## src/rtl/seq_calculator.sv

```systemverilog
`default_nettype none
// ============================================================================
// seq_calculator : handshaked add/sub/mul/div; mul is shift-add, div restoring
// Rev 1.0 - initial release
// ============================================================================
module seq_calculator #(
  parameter int DATA_WIDTH = 16
) (
  input  logic                  clk,
  input  logic                  rst_n,
  input  logic                  in_valid,
  output logic                  in_ready,
  input  logic [DATA_WIDTH-1:0] a,
  input  logic [DATA_WIDTH-1:0] b,
  input  logic [1:0]            op,
  output logic                  out_valid,
  input  logic                  out_ready,
  output logic [DATA_WIDTH-1:0] result,
  output logic [DATA_WIDTH-1:0] remainder,
  output logic                  invalid_input
);

  localparam int CW = $clog2(DATA_WIDTH);
  localparam logic [CW-1:0] CNT_INIT = CW'(DATA_WIDTH - 1);

  localparam logic [1:0] ST_IDLE = 2'd0;
  localparam logic [1:0] ST_BUSY = 2'd1;
  localparam logic [1:0] ST_DONE = 2'd2;

  localparam logic [1:0] OP_ADD = 2'b00;
  localparam logic [1:0] OP_SUB = 2'b01;
  localparam logic [1:0] OP_MUL = 2'b10;

  logic [1:0]            state_q,     state_d;
  logic                  is_div_q,    is_div_d;
  logic [CW-1:0]         cnt_q,       cnt_d;
  // acc: product accumulator (MUL) or quotient (DIV)
  logic [DATA_WIDTH-1:0] acc_q,       acc_d;
  // mcand: shifted multiplicand (MUL) or dividend shifted out MSB-first (DIV)
  logic [DATA_WIDTH-1:0] mcand_q,     mcand_d;
  // mplier: multiplier (MUL) or divisor (DIV)
  logic [DATA_WIDTH-1:0] mplier_q,    mplier_d;
  logic [DATA_WIDTH-1:0] prem_q,      prem_d;
  logic [DATA_WIDTH-1:0] result_q,    result_d;
  logic [DATA_WIDTH-1:0] remainder_q, remainder_d;
  logic                  invalid_q,   invalid_d;

  logic [DATA_WIDTH-1:0] w_mul_acc;
  logic [DATA_WIDTH:0]   w_rem_shift;
  logic                  w_rem_ge;
  logic [DATA_WIDTH-1:0] w_rem_nxt;
  logic [DATA_WIDTH-1:0] w_quot_nxt;

  always_comb begin
    w_mul_acc   = mplier_q[0] ? (acc_q + mcand_q) : acc_q;
    w_rem_shift = {prem_q, mcand_q[DATA_WIDTH-1]};
    w_rem_ge    = (w_rem_shift >= {1'b0, mplier_q});
    // When the subtraction is skipped the shifted value is below the divisor, so its MSB is zero
    w_rem_nxt   = w_rem_ge ? DATA_WIDTH'(w_rem_shift - {1'b0, mplier_q})
                           : w_rem_shift[DATA_WIDTH-1:0];
    w_quot_nxt  = {acc_q[DATA_WIDTH-2:0], w_rem_ge};
  end

  always_comb begin
    state_d     = state_q;
    is_div_d    = is_div_q;
    cnt_d       = cnt_q;
    acc_d       = acc_q;
    mcand_d     = mcand_q;
    mplier_d    = mplier_q;
    prem_d      = prem_q;
    result_d    = result_q;
    remainder_d = remainder_q;
    invalid_d   = invalid_q;

    case (state_q)
      ST_IDLE: begin
        if (in_valid) begin
          if (op == OP_ADD || op == OP_SUB) begin
            result_d    = (op == OP_ADD) ? (a + b) : (a - b);
            remainder_d = '0;
            invalid_d   = 1'b0;
            state_d     = ST_DONE;
          end else if (op != OP_MUL && b == '0) begin
            result_d    = '0;
            remainder_d = '0;
            invalid_d   = 1'b1;
            state_d     = ST_DONE;
          end else begin
            is_div_d = (op != OP_MUL);
            acc_d    = '0;
            mcand_d  = a;
            mplier_d = b;
            prem_d   = '0;
            cnt_d    = CNT_INIT;
            state_d  = ST_BUSY;
          end
        end
      end
      ST_BUSY: begin
        mcand_d = mcand_q << 1;
        cnt_d   = cnt_q - 1'b1;
        if (is_div_q) begin
          acc_d  = w_quot_nxt;
          prem_d = w_rem_nxt;
        end else begin
          acc_d    = w_mul_acc;
          mplier_d = mplier_q >> 1;
        end
        if (cnt_q == '0) begin
          result_d    = is_div_q ? w_quot_nxt : w_mul_acc;
          remainder_d = is_div_q ? w_rem_nxt : '0;
          invalid_d   = 1'b0;
          state_d     = ST_DONE;
        end
      end
      ST_DONE: begin
        if (out_ready) state_d = ST_IDLE;
      end
      default: state_d = ST_IDLE;
    endcase
  end

  always_ff @(posedge clk or negedge rst_n) begin
    if (!rst_n) begin
      state_q     <= ST_IDLE;
      is_div_q    <= 1'b0;
      cnt_q       <= '0;
      acc_q       <= '0;
      mcand_q     <= '0;
      mplier_q    <= '0;
      prem_q      <= '0;
      result_q    <= '0;
      remainder_q <= '0;
      invalid_q   <= 1'b0;
    end else begin
      state_q     <= state_d;
      is_div_q    <= is_div_d;
      cnt_q       <= cnt_d;
      acc_q       <= acc_d;
      mcand_q     <= mcand_d;
      mplier_q    <= mplier_d;
      prem_q      <= prem_d;
      result_q    <= result_d;
      remainder_q <= remainder_d;
      invalid_q   <= invalid_d;
    end
  end

  assign in_ready      = (state_q == ST_IDLE);
  assign out_valid     = (state_q == ST_DONE);
  assign result        = result_q;
  assign remainder     = remainder_q;
  assign invalid_input = invalid_q;

endmodule
`default_nettype wire

```

## config.mk

```make
export PLATFORM = sky130hd
export DESIGN_NAME = seq_calculator
export DESIGN_NICKNAME = d
export VERILOG_FILES = /design/src/rtl/seq_calculator.sv
export SDC_FILE = /design/constraint.sdc
export NUM_CORES = 1
export LEC_CHECK = 0
export CORE_MARGIN = 2
export CORE_UTILIZATION = 45
export DETAILED_ROUTE_END_ITERATION = 10
export MAX_ROUTING_LAYER = met4
export PLACE_DENSITY = 0.65
export SLEW_MARGIN = 20
export SYNTH_ARGS = -nofsm -noshare
export SYNTH_HDL_FRONTEND = slang
export SYNTH_SLANG_ARGS = --single-unit
```

## constraint.sdc

```tcl
create_clock -name clk -period 4.07 [get_ports clk]
set_clock_uncertainty 0.1 [all_clocks]
set_input_delay 1.221 -clock clk [delete_from_list [all_inputs] [get_ports clk]]
set_output_delay 1.221 -clock clk [all_outputs]
set_load 0.01 [all_outputs]
```

==> results of run 1 <==
-- path summary, 6_finish.rpt --
check | start | endpoint | cells after the start
max | b[2] | result[12] | 15
min | remainder[7] | remainder[7] | 2
max reg2reg | mcand_q[15] | prem_q[14] | 13
min reg2reg | remainder[7] | remainder[7] | 2
max in group asynchronous | rst_n | remainder[8] | 2
min in group asynchronous | rst_n | acc_q[9] | 1
-- logic make-up after synthesis --
family,share of synthesized area
AOI/OAI and AO/OA,0.224
and+or+nand+nor,0.145
DFF,0.357
buffers and inverters,0.0485
xor gates and xnor gates,0.0672
adders and majority gates,0.0957
muxes,0.0619
-- layout by cell type (no fill, tap or decap), types with 4 or more instances in the layout --
| master | n |
|---|---|
| dlymetal6s2s_1 | 6 |
| a211oi_1 | 4 |
| o21ai_0 | 83 |
| buf_4 | 67 |
| a21o_1 | 25 |
| nand2_1 | 124 |
| o211ai_1 | 6 |
| a21oi_2 | 8 |
| xnor2_1 | 38 |
| dfrtp_1 | 104 |
| clkdlybuf4s50_1 | 65 |
| o21a_1 | 6 |
| clkbuf_16 | 9 |
| a21oi_1 | 57 |
| nor3_1 | 7 |
| o21bai_1 | 8 |
| a31oi_1 | 10 |
| inv_1 | 37 |
| ha_1 | 49 |
| mux2i_1 | 44 |
| and3_1 | 5 |
| nor2_1 | 49 |
| nor2_2 | 4 |
| a22o_1 | 5 |
| buf_12 | 5 |
| nand3_1 | 13 |
| xor2_1 | 16 |
| o21ai_1 | 16 |
-- timing repair --
item | CTS | global route
hold endpoints to repair | 0 | 0
gates resized for setup | 2 | 35
buffers inserted | 0 | 2
pin swaps | 1 | 14
setup endpoints to repair | 1 | 8
-- per-layer routing --
| layer | up-vias | global-route usage |
|---|---|---|
| met5 | - | - |
| met4 | 0 | 0.0664 |
| met3 | 21 | 0.0401 |
| met2 | 125 | 0.340 |
| met1 | 3072 | 0.361 |
| li1 | 3179 | - |
-- worst max-delay path, cell delays in order --
cell and delay (ps):
clkdlybuf4s50_1 480, nor2_2 160, nand3b_1 180, o21ai_2 220
xnor2_2 100, ha_1 320, or2_2 310, a21oi_2 150
a21oi_2 70, buf_4 170, nor4_4 260, nor4b_2 80
buf_4 140, a21oi_1 110, o21ai_1 60
-- flip-flops by register name, summed over array words and instances, names as in the netlist --
name,flops
acc_q,16
mcand_q,16
mplier_q,16
prem_q,16
remainder,16
result,16
cnt_q,4
state_q,2
invalid_input,1
is_div_q,1
-- area by class of cell --
cell class              instances  share of cell area
multi-input cells             654               0.490
flip-flops and latches        104               0.286
repair buffers                143               0.146
well taps                     216              0.0297
clock buffers                  11              0.0256
inverters                      40              0.0165
clock inverters                 5             0.00619
-- power breakdown --
group          total [mW]  switching [mW]  internal, mW
registers            1.79           0.372          1.42
clock network       0.883           0.405         0.479
logic                4.03            2.25          1.78
==> results.toml, run 1 <==
[status]
outcome = "complete, no violations"

[worst_setup_path]
crit_required_ps = 4210
critPathKind = "in -> reg"
worstSetupStartpointType = "input pin"
critical_path_peak_fanout = 3
cp.arrival_ps = 4040
cp-end-kind = "register"
r2r_slack_ps = 850

[drt]
via_per_inst = 5.45
drtPass1Iterations = 4
met3_length_microns = 751
drc = 0
drt_iter0_drc = 438
route.met2.wl_mm = 8.42
wl_met1_mm = 10.4
drt-wirelength-per-cell_microns = 17.0
vias = 6397
dr.max_layer_used = "met4"
wl_mm = 19.9
ant_nets = 0

[floorplanning]
die_area_sq_um = 17200
ios = 73
core_area_sq_um = 15900
rows = 46
initial_core_util = 0.459
die_h_microns = 131
die_x_microns = 131

[synthesis]
synth_top_flop_cell = "dfrtp_1"
synth_top_area_cell = "dfrtp_1"
synth.distinct_cells = 68
yosysMostFrequentCell = "nand2_1"
synth_edf_count = 0
ys_ff_latch = 104
synth.area.top_cells = "dfrtp_1 36%, ha_1 8.7%, nand2_1 6.4%, mux2i_1 6.0%, o21ai_0 6.0%"
syn_inst = 834
async_reset_ff_frac = 1.00
synth_nets = 926
ys_seq_area_frac = 0.357
yosys_warnings = 0
netlist.area_leader.share = 0.357
synthesis.area_sq_um = 7290
yosys-top-cells-count = "124 x nand2_1, 104 x dfrtp_1, 87 x o21ai_0"
syn_area_per_cell_sq_um = 8.74

[clock_tree]
holdBufCountCts = 0
clk_latency_ps = 360
clock_tree.buffer_depth = 2
cts_buffers = 9
h-tree-depth = 3
clk_pin_slew_worst_paths_ps = 70
cts_root_buf = "clkbuf_16"
cts_tree = "done"
clock_sinks = 104

[sta]
setup_ws_ps = 170
finalSetupTns_ps = 0
finalCriticalPeriod_ps = 3900
worst_pin_slew_ps = 857
final.period_utilization = 0.958
clock.fmax_mhz = 256
finalSetupViolCount = 0
max-slew-margin-rel = 0.429
whs_ps = 380
finalMaxSlewViolations = 0
finalHoldViolations = 0

[global_routing]
grt_pass1_vias = 6218
grt_overflow = 0
grt_pass1_wl_mm = 32.5
antenna_found_initial = 0
grt_start_max_net_pins = 79
track_usage = 0.243

[run]
maxCapViolCount = 0

[layout]
area_growth_pct = 24.8
layout.cells.non_filler = 1173
insertedDiodeCount = 0
multi_input_area_sq_um = 4460
fill_cells = 1494
seqCellArea_sq_um = 2600
final_layout_size_suffix_gt1_frac = 0.140
design_area_sq_um = 9100
fin_nets = 1044
final_util = 0.573

[power]
p_per_area_nw_per_um2 = 736
total_power_mw = 6.70
p_leak_nw = 4.36
max-vdd-ir-drop_v = 0.000309

[placed_design]
hpwl_mm = 15.2
place_ws_ps = -395
io_buffers = 72
place_inst = 1155
globalplace.congestion = 0.930
dpl-instance-area_sq_um = 8660

[hold_path]
hold_class = "reg -> reg"
Power figures use the tool's default switching activity.
==> inputs of run 2 (changes only) <==
--- a/config.mk
+++ b/config.mk
@@ -9,7 +9,7 @@
 export CORE_UTILIZATION = 45
 export DETAILED_ROUTE_END_ITERATION = 10
 export MAX_ROUTING_LAYER = met4
-export PLACE_DENSITY = 0.65
+export PLACE_DENSITY = 0.68
 export SLEW_MARGIN = 20
 export SYNTH_ARGS = -nofsm -noshare
 export SYNTH_HDL_FRONTEND = slang
==> run 2 against run 1 <==
Net effect: count of clock-buffer cells in the layout increased by 2; setup slack got worse by 100 ps; routed wire length fell by 0.84%; sequential share of layout area is 0.17 points lower; core utilization up 0.34 points; critical path type unchanged; global-route usage fell by 0.63 points; critical endpoint unchanged; largest power group unchanged; hold slack gained 3.5 ps.
==> results.toml, run 2 (synthesis results as in run 1) <==
[clock_tree]
holdBufCountCts = 0
cts_buffers = 9
h-tree-depth = 3
cts_tree = "done"
clock_tree.buffer_depth = 2
clk_pin_slew_worst_paths_ps = 70
cts_root_buf = "clkbuf_16"
clk_latency_ps = 360
clock_sinks = 104

[drt]
wl_mm = 19.7
vias = 6477
met3_length_mm = 1.07
drt-wirelength-per-cell_microns = 16.7
wl_met1_mm = 9.65
route.met2.wl_mm = 8.60
drc = 0
drt_iter0_drc = 378
dr.max_layer_used = "met4"
drtPass1Iterations = 5
via_per_inst = 5.49
ant_nets = 0

[layout]
final_cell_mix = "124 x nand2_1, 104 x dfrtp_1, 83 x o21ai_0"
multi_input_area_sq_um = 4460
insertedDiodeCount = 0
final_layout_size_suffix_gt1_frac = 0.143
design_area_sq_um = 9150
final_common_cell = "nand2_1"
fill_cells = 1463
seqCellArea_sq_um = 2600
area_growth_pct = 25.5
fin_nets = 1051
final_util = 0.576

[worst_setup_path]
critical-path-max-stage-delay_ps = 450
cp_cell_sequence = "clkdlybuf4s50_1, inv_2, ha_2, nand3b_1, buf_4, o21ai_2, xnor2_1, ha_1, or2_2, a21oi_2, a21oi_1, buf_4, nor4_4, nor4b_2, buf_4, a21oi_1, o21ai_1"
slowest_stage = "clkdlybuf4s50_1"
crit_required_ps = 4220
cp.arrival_ps = 4150
r2r_slack_ps = 810
worst-path-stages = 17
critical_path_peak_fanout = 3
r2r_start = "mplier_q[2]"
crit_path_frequent_cell = "buf_4"
critPathKind = "in -> reg"
path_buf_inv = 5
r2r_cells = 11
cp-end-kind = "register"
regToRegEndpoint = "prem_q[4]"
cp_top_family = "buffers and inverters"
worstSetupStartpoint = "b[0]"
worstSetupStartpointType = "input pin"

[power]
p_sw_frac = 0.447
power.internal_mw = 3.72
power_frac_seq = 0.261
p_leak_nw = 4.38
p_clk_frac = 0.135
switchingPower_mw = 3.00
pwr-share-comb = 0.604
p_per_area_nw_per_um2 = 734
max-vdd-ir-drop_v = 0.000347

[global_routing]
grt_start_max_net_pins = 67
track_usage = 0.236
grt_pass1_wl_mm = 31.6
grt_overflow = 0
antenna_found_initial = 0
grt_pass1_vias = 6090

[sta]
finalCriticalPeriod_ps = 4000
finalSetupTns_ps = 0
final.period_utilization = 0.983
worst_pin_slew_ps = 902
max-slew-margin-rel = 0.399
finalHoldViolations = 0
whs_ps = 383
finalSetupViolCount = 0
finalMaxSlewViolations = 0
clock.fmax_mhz = 250

[floorplanning]
core_area_sq_um = 15900
rows = 46
die_h_microns = 131
initial_core_util = 0.459
die_area_sq_um = 17200
die_x_microns = 131
ios = 73

[placed_design]
hpwl_mm = 14.8
dpl-instance-area_sq_um = 8690
globalplace.congestion = 0.978
io_buffers = 72

[run]
maxCapViolCount = 0

[hold_path]
holdPathEnd = "remainder[13]"
hold_start = "remainder[13]"
min_delay_path_depth = 2
hold_class = "reg -> reg"

[status]
outcome = "complete, no violations"
-- run 2: changes by cell type in the layout (fill, tap and decap cells not counted), sizes merged --
cell and change:
clkbuf +2, clkinv -1, buf +7, inv -1
clkinvlp -1
-- run 2: power groups by stage --
stage               clock [mW]  sequential (mW)  combinational (mW)
global route             0.964             1.81                4.50
global placement             0             1.76                3.93
detailed placement           0             1.76                3.99
finish                   0.907             1.75                4.06
CTS                      0.927             1.75                4.02
floorplan                    0             1.70                2.92
-- run 2: worst register-to-register path, stage by stage (launching register included) --
cell and delay (ps):
dfrtp_1 410, inv_1 90, ha_1 390, nand3_1 130, a21oi_1 250, o21bai_1 140, a31oi_2 330, a2111oi_2 130
nor2_1 410, buf_4 250, mux2i_1 340, o21ai_0 140
-- run 2: repair_timing --
action,CTS,global route
pin swaps,3,20
resized for setup,3,33
setup endpoints to repair,4,9
setup buffers,0,4
-- run 2: layer usage --
metal  global-route usage  vias up
li1                     -     3202
met1                0.342     3071
met2                0.340      177
met3               0.0297       27
met4               0.0851        0
met5                    -        -
-- run 2: per-stage QoR --
| step | worst slack (ps) | power (mW) | instances |
|---|---|---|---|
| CTS | -12.8 | 6.69 | 1175 |
| floorplan | 103 | 4.62 | 834 |
| global placement | -384 | 5.69 | 1160 |
| detailed placement | -453 | 5.76 | 1160 |
| global route | -58.2 | 7.27 | 1179 |
| finish | 67.4 | 6.71 | 1179 |
-- run 2: cell type report --
class	count	area share
clock buffers	13	0.0284
multi-input cells	654	0.487
flip-flops and latches	104	0.284
inverters	40	0.0164
well taps	216	0.0295
clock inverters	2	0.00424
repair buffers	150	0.150
-- run 2: how the worst max path moves through the flow --
stage / to / slack (ps)
global placement: result[12] / -380
CTS: result[13] / -10
floorplan: result[14] / 100
finish: result[12] / 70
global route: result[10] / -60
detailed placement: result[12] / -450
==> inputs of run 3 (changes only) <==
--- a/config.mk
+++ b/config.mk
@@ -5,6 +5,7 @@
 export SDC_FILE = /design/constraint.sdc
 export NUM_CORES = 1
 export LEC_CHECK = 0
+export CAP_MARGIN = 25
 export CORE_MARGIN = 2
 export CORE_UTILIZATION = 45
 export DETAILED_ROUTE_END_ITERATION = 10
==> run 3 against run 2 <==
Net effect: cell area up 0.33%; routed wire length about the same; combinational power up 1%; setup slack better by 64 ps; global-route usage about the same; first-iteration DRC count up 16%; critical path depth down 2; critical path type unchanged; critical endpoint is now result[13]; largest cell class unchanged; largest power group unchanged; highest routed layer unchanged.
==> results.toml, run 3 (synthesis results as in run 1) <==
[floorplanning]
rows = 46
core_area_sq_um = 15900
initial_core_util = 0.459
ios = 73
die_x_microns = 131
die_h_microns = 131
die_area_sq_um = 17200

[clock_tree]
clock_tree.buffer_depth = 2
h-tree-depth = 3
holdBufCountCts = 0
clk_pin_slew_worst_paths_ps = 70
cts_buffers = 9
cts_tree = "done"
clock_sinks = 104
clk_latency_ps = 360
cts_root_buf = "clkbuf_16"

[worst_setup_path]
worstSetupStartpointType = "input pin"
cp_cell_sequence = "clkdlybuf4s50_1, buf_4, nor2_1, nor2_1, xor2_1, ha_1, o21ai_0, o21bai_1, a21oi_1, or3_1, a21oi_2, nand2b_4, xor2_2, a21oi_1, o21ai_1"
r2r_start = "mplier_q[2]"
crit_required_ps = 4260
slowest_stage = "clkdlybuf4s50_1"
path_buf_inv = 2
cp.arrival_ps = 4130
cp_top_family = "simple AND/OR/NAND/NOR gates"
critical-path-max-stage-delay_ps = 470
cp-end-kind = "register"
r2r_slack_ps = 810
critPathKind = "in -> reg"
regToRegEndpoint = "remainder[4]"
critical_path_peak_fanout = 3
r2r_cells = 11

[sta]
clock.fmax_mhz = 254
finalCriticalPeriod_ps = 3940
finalMaxSlewViolations = 0
finalSetupViolCount = 0
finalSetupTns_ps = 0
worst_pin_slew_ps = 909
final.period_utilization = 0.968
max-slew-margin-rel = 0.394
finalHoldViolations = 0

[layout]
final_cell_mix = "124 x nand2_1, 104 x dfrtp_1, 84 x o21ai_0"
area_growth_pct = 25.9
final_common_cell = "nand2_1"
insertedDiodeCount = 0
final_layout_size_suffix_gt1_frac = 0.147
fin_nets = 1052

[status]
outcome = "complete, no violations"

[hold_path]
min_delay_path_depth = 2
hold_start = "result[12]"
holdPathEnd = "result[12]"
hold_class = "reg -> reg"

[placed_design]
globalplace.congestion = 0.978
io_buffers = 72
hpwl_mm = 15.0

[drt]
vias = 6509
drc = 0
ant_nets = 0
drt-wirelength-per-cell_microns = 16.7
drt_iter0_drc = 439
drtPass1Iterations = 5
wl_mm = 19.7
via_per_inst = 5.52

[global_routing]
grt_pass1_vias = 6178
antenna_found_initial = 0
grt_overflow = 0
track_usage = 0.237
grt_pass1_wl_mm = 31.8
grt_start_max_net_pins = 67

[power]
max-vdd-ir-drop_v = 0.000333
total_power_mw = 6.75
p_per_area_nw_per_um2 = 735
p_leak_nw = 4.38

[run]
maxCapViolCount = 0
run 3: worst max-delay path by stage:
stage | start | to | slack (ps) | cells after the start
after floorplan | op[1] | result[14] | 100 | 15
after global placement | b[6] | result[12] | -380 | 14
after detailed placement | b[6] | result[15] | -460 | 14
after CTS | b[6] | result[14] | 2 | 15
after global routing | op[0] | result[13] | -20 | 15
final | op[0] | result[13] | 130 | 15
run 3: worst min-delay path, delay by kind of cell (launching register included):
| family | cells | cell delay (ps) |
|---|---|---|
| DFF | 1 | 340 |
| AOI/OAI and AO/OA | 1 | 60 |
| and+or+nand+nor | 1 | 50 |
run 3: final cells by class:
class | instances | area, sq um
inverter | 40 | 150
multi-input combinational | 654 | 4470
clock buffer | 9 | 225
timing repair buffer | 151 | 1390
fill | 1462 | 6700
clock inverter | 6 | 67.6
sequential | 104 | 2600
tap | 216 | 270
run 3: stage by stage:
stage	utilization	setup WS [ps]	hold WS (ps)	cells	cell area (sq um)
after detailed placement	0.549	-462	370	1161	8720
after floorplan	-	103	366	834	7290
after global routing	0.578	-19.2	413	1180	9180
after CTS	0.568	1.83	387	1176	9020
after global placement	0.547	-384	365	1160	8690
final	0.578	131	383	1180	9180
run 3: routing by layer:
| metal | vias up | GRT usage | routed length (microns) |
|---|---|---|---|
| li1 | 3196 | - | - |
| met1 | 3095 | 0.336 | 9350 |
| met2 | 188 | 0.347 | 8690 |
| met3 | 30 | 0.0374 | 1300 |
| met4 | 0 | 0.0761 | 408 |
| met5 | - | - | 0 |
run 3: what timing repair did:
item | in CTS | in global routing
pin swaps | 1 | 21
buffers inserted | 0 | 4
resized for setup | 4 | 31
endpoints found under the setup margin | 4 | 8
run 3: power by group:
group | switching, mW | internal [mW]
Clock | 0.416 | 0.479
Sequential | 0.330 | 1.42
Combinational | 2.29 | 1.82
Total | 3.03 | 3.71
